**src/rtl/sar_adc_controller_if.sv**
```systemverilog
// Signal bundle between the SAR controller and its environment: DAC, comparator and result consumer.
// The controller side uses the master modport, and the environment or bench uses the slave modport.
interface sar_adc_controller_if #(
    parameter int WIDTH = 10
);
    // Handshake: a result moves on a rising edge where result_valid and
    // result_ready are both 1. Once result_valid is raised, result and
    // dac_code stay stable until that edge. start is sampled only in IDLE.
    logic             start;
    logic             comparator_out;
    logic [WIDTH-1:0] dac_code;
    logic             busy;
    logic [WIDTH-1:0] result;
    logic             result_valid;
    logic             result_ready;

    modport master (
        input  start, comparator_out, result_ready,
        output dac_code, busy, result, result_valid
    );

    modport slave (
        output start, comparator_out, result_ready,
        input  dac_code, busy, result, result_valid
    );
endinterface

```
**src/rtl/sar_adc_controller.sv**
```systemverilog
// Successive-approximation ADC controller. It resolves one bit per (SETTLE_CYCLES+1) clocks, MSB first,
// then holds the result until the consumer accepts it.
module sar_adc_controller #(
    parameter int WIDTH         = 10,
    parameter int SETTLE_CYCLES = 2
) (
    input  logic                      clk,
    input  logic                      reset,
    sar_adc_controller_if.master      bus,
    output logic [1:0]                o_state
);
    localparam int                BW       = (WIDTH > 1) ? $clog2(WIDTH) : 1;
    localparam logic [BW-1:0]     TOP_BIT  = BW'(WIDTH - 1);
    localparam logic [3:0]        SETTLE   = 4'(SETTLE_CYCLES);
    localparam logic [WIDTH-1:0]  MSB_ONLY = WIDTH'(1) << (WIDTH - 1);

    typedef enum logic [1:0] {
        IDLE = 2'd0,
        CONV = 2'd1,
        HOLD = 2'd2
    } state_t;

    state_t           r_state, w_state_nxt;
    logic [3:0]       r_cnt, w_cnt_nxt;
    logic [BW-1:0]    r_bit, w_bit_nxt;
    logic [WIDTH-1:0] r_code, w_code_nxt;
    logic [WIDTH-1:0] r_result, w_result_nxt;
    logic [WIDTH-1:0] w_code_dec;

    // Code after resolving the current bit: keep or drop the trial bit,
    // then raise the next lower bit as the new trial.
    always_comb begin
        w_code_dec        = r_code;
        w_code_dec[r_bit] = bus.comparator_out;
        if (r_bit != '0) begin
            w_code_dec[r_bit - BW'(1)] = 1'b1;
        end
    end

    always_comb begin
        w_state_nxt  = r_state;
        w_cnt_nxt    = r_cnt;
        w_bit_nxt    = r_bit;
        w_code_nxt   = r_code;
        w_result_nxt = r_result;
        case (r_state)
            IDLE: begin
                if (bus.start) begin
                    w_state_nxt = CONV;
                    w_bit_nxt   = TOP_BIT;
                    w_cnt_nxt   = SETTLE;
                    w_code_nxt  = MSB_ONLY;
                end
            end
            CONV: begin
                if (r_cnt != 4'd0) begin
                    w_cnt_nxt = r_cnt - 4'd1;
                end else begin
                    w_code_nxt = w_code_dec;
                    if (r_bit != '0) begin
                        w_bit_nxt = r_bit - BW'(1);
                        w_cnt_nxt = SETTLE;
                    end else begin
                        w_state_nxt  = HOLD;
                        w_result_nxt = w_code_dec;
                    end
                end
            end
            HOLD: begin
                if (bus.result_ready) begin
                    w_state_nxt = IDLE;
                end
            end
            default: w_state_nxt = IDLE;
        endcase
    end

    always_ff @(posedge clk) begin
        if (!reset) begin
            r_state  <= IDLE;
            r_cnt    <= 4'd0;
            r_bit    <= TOP_BIT;
            r_code   <= '0;
            r_result <= '0;
        end else begin
            r_state  <= w_state_nxt;
            r_cnt    <= w_cnt_nxt;
            r_bit    <= w_bit_nxt;
            r_code   <= w_code_nxt;
            r_result <= w_result_nxt;
        end
    end

    assign bus.dac_code     = r_code;
    assign bus.result       = r_result;
    assign bus.busy         = (r_state == CONV);
    assign bus.result_valid = (r_state == HOLD);
    assign o_state          = r_state;
endmodule

```
**src/flat_wrapper.sv**
```systemverilog
// flat-port wrapper written by rule: the top's interface ports become plain ports
module sar_adc_controller_flat 
#(
    parameter int WIDTH         = 10,
    parameter int SETTLE_CYCLES = 2
)
  (clk, reset, o_state, bus_start, bus_comparator_out, bus_result_ready, bus_dac_code, bus_busy, bus_result, bus_result_valid);
  sar_adc_controller_if #(.WIDTH(WIDTH)) bus_i ();
  input  logic clk;
  input  logic reset;
  output logic [1:0] o_state;
  input wire logic [$bits(bus_i.start)-1:0] bus_start;
  input wire logic [$bits(bus_i.comparator_out)-1:0] bus_comparator_out;
  input wire logic [$bits(bus_i.result_ready)-1:0] bus_result_ready;
  output wire logic [$bits(bus_i.dac_code)-1:0] bus_dac_code;
  output wire logic [$bits(bus_i.busy)-1:0] bus_busy;
  output wire logic [$bits(bus_i.result)-1:0] bus_result;
  output wire logic [$bits(bus_i.result_valid)-1:0] bus_result_valid;
  assign bus_i.start = bus_start;
  assign bus_i.comparator_out = bus_comparator_out;
  assign bus_i.result_ready = bus_result_ready;
  assign bus_dac_code = bus_i.dac_code;
  assign bus_busy = bus_i.busy;
  assign bus_result = bus_i.result;
  assign bus_result_valid = bus_i.result_valid;
  sar_adc_controller #(.WIDTH(WIDTH), .SETTLE_CYCLES(SETTLE_CYCLES)) u_core (.clk(clk), .reset(reset), .bus(bus_i), .o_state(o_state));
endmodule
```
**config.mk**
```make
export PLATFORM = sky130hd
export DESIGN_NAME = sar_adc_controller_flat
export DESIGN_NICKNAME = d
export VERILOG_FILES = /design/src/rtl/sar_adc_controller_if.sv /design/src/rtl/sar_adc_controller.sv /design/src/flat_wrapper.sv
export SDC_FILE = /design/constraint.sdc
export NUM_CORES = 1
export LEC_CHECK = 0
export ABC_AREA = 1
export CAP_MARGIN = 20
export CORE_MARGIN = 2
export CORE_UTILIZATION = 50
export DETAILED_ROUTE_END_ITERATION = 8
export GPL_ROUTABILITY_DRIVEN = 0
export PLACE_DENSITY = 0.78
export SETUP_SLACK_MARGIN = 0.3
export SLEW_MARGIN = 20
export SYNTH_ARGS = -nofsm -noshare
export SYNTH_HDL_FRONTEND = slang
export SYNTH_SLANG_ARGS = --single-unit
```
**constraint.sdc**
```tcl
create_clock -name clk -period 3.8 [get_ports clk]
set_clock_uncertainty 0.2 [all_clocks]
set_input_delay 0.57 -clock clk [delete_from_list [all_inputs] [get_ports clk]]
set_output_delay 0.57 -clock clk [all_outputs]
set_load 0.005 [all_outputs]
```
==> results.tsv <==
metric	value	unit
syn nets	248	
initial drt markers	82	
post-detail-place hpwl	2600	microns
clock sinks	30	
Tot GR Track Use	22.2	%
global-route wire length before repair	6070	microns
Finished Cell Area	2020	sq um
FF-to-FF setup slack	1.79	ns
CTS tree	built	
DIE AREA	3760	sq um
Clk pin slew, worst setup/hold paths	0.10	ns
initial antenna violation count	0	
CTS max path bufs	2	
Syn-to-layout area delta	22.9	%
die width	61.3	microns
largest net degree at the start of global routing	25	
critical path startpoint category	register	
post-cts gate resize count	0	
Vias	1550	
unrepaired setup endpoints after global routing	false	
Reg power frac	50.2	%
Comb power frac	19.6	%
Std-Cell Rows	20	
hold crit path type	register to register	
relative slew slack	49.7	%
Via density	4.97	
Final Cycle Share	59.5	%
grt total ovfl	0	
post-CTS setup buffers	0	
Placed Cells	304	
Peak VDD IR	263	uV
Routed Antenna Nets	0	
Core Region	3080	sq um
Worst Setup End Kind	output port	
minimum clock period	2.26	ns
top post-synthesis cells by area	dfxtp_1, nand2_1, nand3_1, a21oi_1, inv_1	
hold slack	0.287	ns
worst setup margin	1.54	ns
mapped cell area	1640	sq um
share of layout cells above drive strength 1	10.4	%
post-layout util	65.5	%
hold buffers post-CTS	0	
Leak Pwr	0.849	nW
max-slew violations	0	
Cell Count, Final, Fillers Out	312	
Final Power	0.670	mW
net switching power	0.210	mW
Worst Hold Endpoint	u_core.r_cnt[0]	
Critical R2R Launch	u_core.r_bit[0]	
PortBufs	28	
switching part of the total	31.4	%
Die Height	61.3	microns
number of global-route vias before repair	1356	
CTS Buf Count	5	
clock power share	30.2	%
final setup vio count	0	
Int Power	0.460	mW
status	finished, final reports clean	
Avg Inst Size Synth	6.96	sq um
Root Buffer	clkbuf_4	
fin nets	279	
fillers	293	
Hold Vio Cnt, Final	0	
Hold Crit Start	u_core.r_cnt[0]	
CP max FO	8	
Post-Route WL	3560	microns
Setup WS pre-CTS	1.46	ns
yosys warns	0	
Crit Path Class	register to output port	
Fmax achieved	442	MHz
Synth area leader	dfxtp_1	
sequential share of the synthesized area	36.6	%
sum of negative setup slack	0	ns
count of cell types in the netlist	29	
r2r endpoint	u_core.bus.result[7]	
Worst-Skew Late Latency	0.34	ns
Max-Cap Viols	0	
Initial Util	53.3	%
DR WL/cell	11.4	microns
H-tree levels	2	
DRC viols	0	
Ant. Diodes	0	
reg2reg path depth	7	
top-area cell type share of the netlist area	36.6	%
Detailed Routing Iterations Pass 1	4	
Ports	29	
WP data required	3.03	ns
synthesis-stage register bit count	30	
worst hold path depth	2	
actual slew at the worst max-slew pin	0.754	ns
cells after synthesis	236	
Pwr Density	332	nW/um^2
Data arrival, critical path	1.49	ns
placed inst area	1950	sq um
## worst max-delay path: stages, from the launching register on
cell and delay [ns]:
dfxtp_1 0.37, inv_2 0.06, nor2_4 0.18, clkdlybuf4s50_1 0.54
## layout make-up
type	instances	area (sq um)	share of cell area (%)
Multi-Input combinational cell	171	901	44.7
Sequential cell	30	601	29.8
Timing Repair Buffer	28	280	13.9
Inverter	31	116	5.77
Tap cell	44	55.1	2.73
Clock buffer	6	51.3	2.54
Clock inverter	2	12.5	0.620
## cells by family after synthesis
| family | synth area share (%) |
|---|---|
| flops | 36.6 |
| xor+xnor | 1.07 |
| buf+inv | 8.54 |
| simple gates | 32.7 |
| fa+ha+maj | 5.34 |
| compound gates | 15.8 |
## layout by cell type (no fill, tap or decap)
cell type,synthesis,layout
a21boi_0,2,2
nor3_1,1,1
nand2_4,1,1
clkinv_2,0,1
clkbuf_8,0,1
dfxtp_1,30,30
a21oi_1,20,20
o21ai_0,9,9
nor2_8,1,1
xor2_1,2,2
clkdlybuf4s50_1,0,28
nor2_4,4,4
clkinv_1,1,1
nor2_1,20,20
o211ai_1,1,1
a31oi_1,3,3
or2_0,1,1
nand2_1,54,54
nand3_2,1,1
or2_2,1,1
ha_1,7,7
a21boi_1,1,1
clkbuf_4,0,5
inv_1,25,25
clkinvlp_4,0,1
o21ai_1,13,13
nand3_1,21,21
nor2_2,2,2
or2_1,1,1
inv_2,5,5
nand2_2,5,5
## flip-flops by register name, summed over array words and instances, names as in the netlist
name	cells
u_core.r_bit	4
u_core.bus.result	10
u_core.r_cnt	4
u_core.bus.dac_code	10
u_core.o_state	2
## layer usage
metal  vias to the layer above  GRT usage, %  wire length (microns)
met1                       674          30.7                   1750
met3                         3          4.41                    208
met2                        44          33.4                   1570
met4                         0          10.2                     34
li1                        829             -                      -
met5                         -             0                      0
## worst max path at each step
stage	start	to	slack [ns]	cells past startpoint
final	u_core.o_state[0]	bus_busy	1.54	3
after global routing	u_core.o_state[0]	bus_busy	1.47	3
after CTS	u_core.o_state[0]	bus_busy	1.53	3
after detailed placement	bus_start	u_core.r_bit[3]	1.46	6
after global placement	bus_start	u_core.r_bit[3]	1.52	6
after floorplan	u_core.r_bit[0]	u_core.bus.dac_code[4]	2.13	10
## cell usage after synthesis
| library cell | n |
|---|---|
| nor2_2 | 2 |
| nand2_4 | 1 |
| nor2_8 | 1 |
| a31oi_1 | 3 |
| nor3_1 | 1 |
| inv_2 | 5 |
| xor2_1 | 2 |
| dfxtp_1 | 30 |
| nor2_1 | 20 |
| clkinv_1 | 1 |
| o211ai_1 | 1 |
| a21boi_0 | 2 |
| nand2_2 | 5 |
| or2_0 | 1 |
| inv_1 | 25 |
| or2_1 | 1 |
| or2_2 | 1 |
| o21ai_0 | 9 |
| o21ai_1 | 13 |
| a21oi_1 | 20 |
| ha_1 | 7 |
| nor2_4 | 4 |
| nand2_1 | 54 |
| nand3_1 | 21 |
| a21boi_1 | 1 |
| nand3_2 | 1 |
| buf_6 | 1 |
| clkbuf_1 | 2 |
| buf_2 | 1 |
## power by group through the flow
stage          sequential (mW)  clock [mW]  combinational (mW)
3_3_place_gp             0.343           0               0.129
2_1_floorplan            0.341           0              0.0939
4_1_cts                  0.336       0.206               0.131
5_1_grt                  0.338       0.218               0.148
3_5_place_dp             0.343           0               0.129
6_report                 0.336       0.202               0.131
(Power assumes the default switching activity.)
